`config.mk`:
```
export PLATFORM = sky130hd
export DESIGN_NAME = maindec_pipe
export DESIGN_NICKNAME = d
export VERILOG_FILES = /design/src/rtl/maindec_pipe.sv
export SDC_FILE = /design/constraint.sdc
export NUM_CORES = 1
export LEC_CHECK = 0
export CAP_MARGIN = 20
export CORE_MARGIN = 2
export CORE_UTILIZATION = 40
export DETAILED_ROUTE_END_ITERATION = 16
export HOLD_SLACK_MARGIN = 0.03
export MAX_ROUTING_LAYER = met4
export PLACE_DENSITY = 0.7
export SLEW_MARGIN = 15
export SYNTH_ARGS = -nofsm -noshare
export SYNTH_HDL_FRONTEND = slang
export SYNTH_SLANG_ARGS = --single-unit
```
`constraint.sdc`:
```
create_clock -name clk -period 2.3 [get_ports clk]
set_input_delay 0.46 -clock clk [delete_from_list [all_inputs] [get_ports clk]]
set_output_delay 0.46 -clock clk [all_outputs]
set_load 0.01 [all_outputs]
```
`src/rtl/maindec_pipe.sv`:
```
// Registered MIPS main decoder for the ID/EX boundary: op/funct in, control bundle out,
// with valid/ready flow control and a HI/LO occupancy counter that stalls HI/LO users.
module maindec_pipe #(
  parameter int MUL_LAT   = 4,
  parameter int DIV_LAT   = 32,
  parameter bit EN_MULDIV = 1'b1,
  parameter bit EN_EXT_BR = 1'b1
) (
  input  logic       clk,
  input  logic       resetn,
  input  logic       flush,
  input  logic       in_valid,
  output logic       in_ready,
  input  logic [5:0] op,
  input  logic [5:0] funct,
  output logic       out_valid,
  input  logic       out_ready,
  output logic       memtoreg,
  output logic       memwrite,
  output logic       branch,
  output logic       branch_ne,
  output logic       alusrc,
  output logic       regdst,
  output logic       regwrite,
  output logic       jump,
  output logic       link,
  output logic       jr,
  output logic       hilowrite,
  output logic       hiloread,
  output logic       muldiv_start,
  output logic       is_div,
  output logic       ri,
  output logic       hilo_busy
);

  typedef struct packed {
    logic memtoreg;
    logic memwrite;
    logic branch;
    logic branch_ne;
    logic alusrc;
    logic regdst;
    logic regwrite;
    logic jump;
    logic link;
    logic jr;
    logic hilowrite;
    logic hiloread;
    logic muldiv_start;
    logic is_div;
    logic ri;
  } ctrl_t;

  ctrl_t      dec;
  ctrl_t      bundle_q, bundle_d;
  logic       out_valid_q, out_valid_d;
  logic [5:0] cnt_q, cnt_d;
  logic       hazard;
  logic       accept;

  always_comb begin
    dec = '0;
    casez (op)
      6'b000000: begin
        dec.regdst   = 1'b1;
        dec.regwrite = 1'b1;
        case (funct)
          6'b010000, 6'b010010: dec.hiloread = 1'b1;
          6'b010001, 6'b010011: begin
            dec.regwrite  = 1'b0;
            dec.hilowrite = 1'b1;
          end
          6'b011000, 6'b011001, 6'b011010, 6'b011011: begin
            if (EN_MULDIV) begin
              dec.regwrite     = 1'b0;
              dec.hilowrite    = 1'b1;
              dec.muldiv_start = 1'b1;
              dec.is_div       = funct[1];
            end else begin
              dec    = '0;
              dec.ri = 1'b1;
            end
          end
          6'b001000: begin
            if (EN_EXT_BR) begin
              dec.regwrite = 1'b0;
              dec.jr       = 1'b1;
            end else begin
              dec    = '0;
              dec.ri = 1'b1;
            end
          end
          default: ;
        endcase
      end
      6'b100011: begin
        dec.memtoreg = 1'b1;
        dec.alusrc   = 1'b1;
        dec.regwrite = 1'b1;
      end
      6'b101011: begin
        dec.memwrite = 1'b1;
        dec.alusrc   = 1'b1;
      end
      6'b000100: dec.branch = 1'b1;
      6'b000101: begin
        if (EN_EXT_BR) begin
          dec.branch    = 1'b1;
          dec.branch_ne = 1'b1;
        end else begin
          dec.ri = 1'b1;
        end
      end
      6'b000010: dec.jump = 1'b1;
      6'b000011: begin
        if (EN_EXT_BR) begin
          dec.jump     = 1'b1;
          dec.link     = 1'b1;
          dec.regwrite = 1'b1;
        end else begin
          dec.ri = 1'b1;
        end
      end
      6'b001???: begin
        dec.alusrc   = 1'b1;
        dec.regwrite = 1'b1;
      end
      default: dec.ri = 1'b1;
    endcase
  end

  // Handshake: a word moves in when in_valid && in_ready and out when out_valid && out_ready;
  // the held bundle stays stable while out_valid && !out_ready, and HI/LO users wait while busy.
  assign hazard   = (cnt_q != 6'd0) && (dec.hilowrite || dec.hiloread);
  assign in_ready = (!out_valid_q || out_ready) && !hazard;
  assign accept   = in_valid && in_ready;

  always_comb begin
    out_valid_d = out_valid_q;
    bundle_d    = bundle_q;
    if (flush) begin
      out_valid_d = 1'b0;
    end else if (accept) begin
      out_valid_d = 1'b1;
      bundle_d    = dec;
    end else if (out_ready) begin
      out_valid_d = 1'b0;
    end
  end

  // A flushed mul/div never started, so it must not occupy HI/LO.
  always_comb begin
    cnt_d = cnt_q;
    if (accept && !flush && dec.muldiv_start) begin
      cnt_d = dec.is_div ? 6'(DIV_LAT) : 6'(MUL_LAT);
    end else if (cnt_q != 6'd0) begin
      cnt_d = cnt_q - 6'd1;
    end
  end

  always_ff @(posedge clk or negedge resetn) begin
    if (!resetn) begin
      out_valid_q <= 1'b0;
      bundle_q    <= '0;
      cnt_q       <= 6'd0;
    end else begin
      out_valid_q <= out_valid_d;
      bundle_q    <= bundle_d;
      cnt_q       <= cnt_d;
    end
  end

  assign out_valid    = out_valid_q;
  assign hilo_busy    = (cnt_q != 6'd0);
  assign memtoreg     = bundle_q.memtoreg;
  assign memwrite     = bundle_q.memwrite;
  assign branch       = bundle_q.branch;
  assign branch_ne    = bundle_q.branch_ne;
  assign alusrc       = bundle_q.alusrc;
  assign regdst       = bundle_q.regdst;
  assign regwrite     = bundle_q.regwrite;
  assign jump         = bundle_q.jump;
  assign link         = bundle_q.link;
  assign jr           = bundle_q.jr;
  assign hilowrite    = bundle_q.hilowrite;
  assign hiloread     = bundle_q.hiloread;
  assign muldiv_start = bundle_q.muldiv_start;
  assign is_div       = bundle_q.is_div;
  assign ri           = bundle_q.ri;

endmodule

```
==> out/metrics.yaml, run 1 <==
finalCriticalPeriod_ns: 2.183
final_nets: 172
start_kind: "input port"
synthDistinctLibCells: 37
dp_slack_ns: -0.2880
htreeDepth: 1
worstRegToRegCells: 5
yosysSeqAreaShare_pct: 46.81
power.density_nw_per_um2: 633.4
core-area_sq_um: 2781
path_clk_slew_ns: 0.12
num_vias: 998
hold_viol: 0
io_buffers: 34
synth_nets: 125
hold_path.class: "in2async"
clk_latency_ns: 0.30
fill_cells: 247
critPathKind: "in2out"
synth-simple-area-share_pct: 21.06
synth_area_sq_um: 1176
crit_chain: "clkdlybuf4s50_1 -> nor2_1 -> nand4_4 -> o21a_1 -> dlygate4sd2_1"
required_ns: 1.84
grt_pass1_vias: 1048
worstReg2RegEnd: "cnt_q[2]"
area_delta_synth_final_pct: 40.64
synthCells: 107
instances_no_fill: 184
cellLeakagePower_uw: 0.0007432
grt_antenna_before_repair: 0
p_clk_share_pct: 20.1
ir_drop_v: 0.0005454
synth_compound_gate_area_share_pct: 9.468
die_area_sq_um: 3390
max_slew_margin_pct: 72.99
clockBufferDepth: 2
synth_top_family_by_area: "simple AND/OR/NAND/NOR gates"
globalplace.congestion: 0.9513
layout_setup_ws_ns: 0.1165
comb_power_share_pct: 32.0
post-route-util_pct: 59.47
drt-pass1-iter-count: 4
status: "complete, no violations"
max_freq_mhz: 458.0
synthXorXnorAreaFrac_pct: 1.489
setup_viol: 0
grt_usage_pct: 17.90
synth_fa_ha_area_share_pct: 1.064
clockRootBuffer: "clkbuf_4"
cp_max_fo: 2
n_antenna_cell: 0
drive_above_1_share_pct: 20.92
p_int_uw: 728.3
clock_sinks: 22
fp.dieH_um: 58.23
crit-reg2reg-launch: "cnt_q[2]"
initial_core_util_pct: 42.29
synth.area.mux_share_pct: 14.26
p_sw_share_pct: 30.49
rrSetupSlack_ns: 0.39
place_hpwl_mm: 2.020
crit_path_top_delay_cell: "clkdlybuf4s50_1"
drt_wl_total_mm: 2.627
grt_pass1_wl_mm: 4.498
ant_nets: 0
postSynthAreaPerCell_sq_um: 10.99
cts_tree: "built"
max_cap_violations: 0
final_max_slew_viol_count: 0
dp.cells: 179
grt_setup_unrepaired: "no"
endpoint_kind: "output pin"
whs_ns: 0.4920
grt_overflow: 0
fin_worst_skew_ns: 0.003963
seq_power_share_pct: 47.8
worstMarginPinSlew_ns: 0.3995
switching_power_uw: 319.4
cts_buffers: 3
power.total_uw: 1048
drc: 0
rows: 19
drt_iter0_drc: 31
grt_max_degree: 23
die_x_um: 58.23
boundaryPins: 35
routedWlPerCell_um: 14.28
yosys_warnings: 0
via_per_inst: 5.424
synth.ff_latch_count: 22
slowest_delay_ns: 0.42
fin_crit_sh_pct: 94.93
cp.arrival_ns: 1.72
## area by class of cell
class,count,area (sq um),share of cell area [%]
Multi-Input combinational cell,72,563.0,34.04
Sequential cell,22,550.5,33.28
Inverter,10,37.54,2.269
Tap cell,31,38.79,2.345
Timing Repair Buffer,45,427.9,25.87
Clock buffer,4,36.28,2.194
## registers in the layout (all words and copies together), names as in the netlist
name          flops
ri                1
hilowrite         1
out_valid         1
alusrc            1
branch_ne         1
memwrite          1
muldiv_start      1
jump              1
regdst            1
branch            1
regwrite          1
hiloread          1
memtoreg          1
cnt_q             6
jr                1
link              1
is_div            1
## Yosys cell counts
master	number	area, sq um
a21o_1	1	7.510
a21oi_1	4	20.02
a32o_1	1	10.01
and2_1	2	12.51
and3_1	2	12.51
and3b_1	3	26.28
buf_2	1	5.000
buf_6	1	11.26
buf_8	1	15.01
dfrtp_1	22	550.5
ha_1	1	12.51
inv_1	10	37.54
mux2_2	6	67.56
mux2_4	6	90.09
mux2i_1	1	10.01
nand2_1	6	22.52
nand2b_1	4	25.02
nand3_1	1	5.000
nand3b_1	1	7.510
nand4_1	1	6.260
nand4_4	1	21.27
nor2_1	6	22.52
nor3_1	6	30.03
nor4_1	1	6.260
nor4_4	1	21.27
nor4b_1	1	8.760
o2111a_1	1	11.26
o21a_1	1	7.510
o21ai_0	5	25.02
o21bai_1	1	7.510
o22ai_1	1	6.260
o31ai_1	1	7.510
o32ai_1	1	8.760
or2_2	1	6.260
or3_1	1	6.260
or4_1	1	7.510
xor2_1	2	17.52
## power groups by stage
stage / clock, uW / sequential [uW] / combinational, uW
6_report: 211 / 501 / 335
3_5_place_dp: 0 / 507 / 322
4_1_cts: 222 / 496 / 334
3_3_place_gp: 0 / 504 / 314
2_1_floorplan: 0 / 501 / 201
5_1_grt: 241 / 510 / 375
## kinds of logic after synthesis
group	after synthesis
muxes	13
xor gates and xnor gates	2
AOI/OAI and AO/OA	17
adders and majority gates	1
and+or+nand+nor	39
buffers and inverters	13
DFF	22
## how the worst max path moves through the flow
stage	start	to	slack, ns	depth (start not counted)
floorplan	op[0]	alusrc	0.44	6
global placement	op[2]	in_ready	-0.24	5
detailed placement	op[2]	in_ready	-0.29	5
CTS	op[3]	in_ready	0.11	5
global route	cnt_q[0]	in_ready	0.04	5
finish	op[3]	in_ready	0.12	5
## worst max-delay path, delay by kind of cell
kind	cells	cell delay [ns]
simple gates	2	0.37
buf+inv	2	0.70
compound gates	1	0.18
## through the flow
step,setup TNS [ns],cell area (sq um)
CTS,0,1649
floorplan,0,1176
global route,0,1654
detailed placement,-2.654,1612
finish,0,1654
global placement,-1.890,1612
## timing repair
| item | 4_1_cts | 5_1_grt |
|---|---|---|
| hold buffers | 0 | 0 |
| pin swaps | 1 | 0 |
| resized for setup | 7 | 1 |
| buffers inserted | 1 | 0 |
| setup endpoints to repair | 2 | 1 |
## per-layer routing
layer | vias up | global-route usage (%) | part of all wire [%]
met3 | 6 | 2.902 | 6.0
met4 | 0 | 7.309 | 2.1
met1 | 483 | 21.19 | 42
li1 | 474 | - | -
met5 | - | - | 0
met2 | 35 | 30.19 | 50
## cell usage in the layout (no fill, tap or decap), types with 2 or more instances in the layout
cell	count
nand2_1	6
mux2_2	6
nor2_1	6
and2_1	2
a21oi_1	4
o21ai_0	5
dfrtp_1	22
buf_4	10
nor3_1	5
xor2_1	2
clkbuf_4	3
mux2_4	6
nand2b_1	4
dlygate4sd2_1	6
and3_1	2
clkdlybuf4s50_1	28
inv_1	10
and3b_1	2
No activity file was read; power rests on OpenSTA's default activity.
==> inputs of run 2 (changes only) <==
--- a/config.mk
+++ b/config.mk
@@ -8,6 +8,7 @@
 export CAP_MARGIN = 20
 export CORE_MARGIN = 2
 export CORE_UTILIZATION = 40
+export CTS_CLUSTER_DIAMETER = 30
 export DETAILED_ROUTE_END_ITERATION = 16
 export HOLD_SLACK_MARGIN = 0.03
 export MAX_ROUTING_LAYER = met4
==> results of run 2 <==
No change in the layout: final DEF, timing and power equal those of run 1.
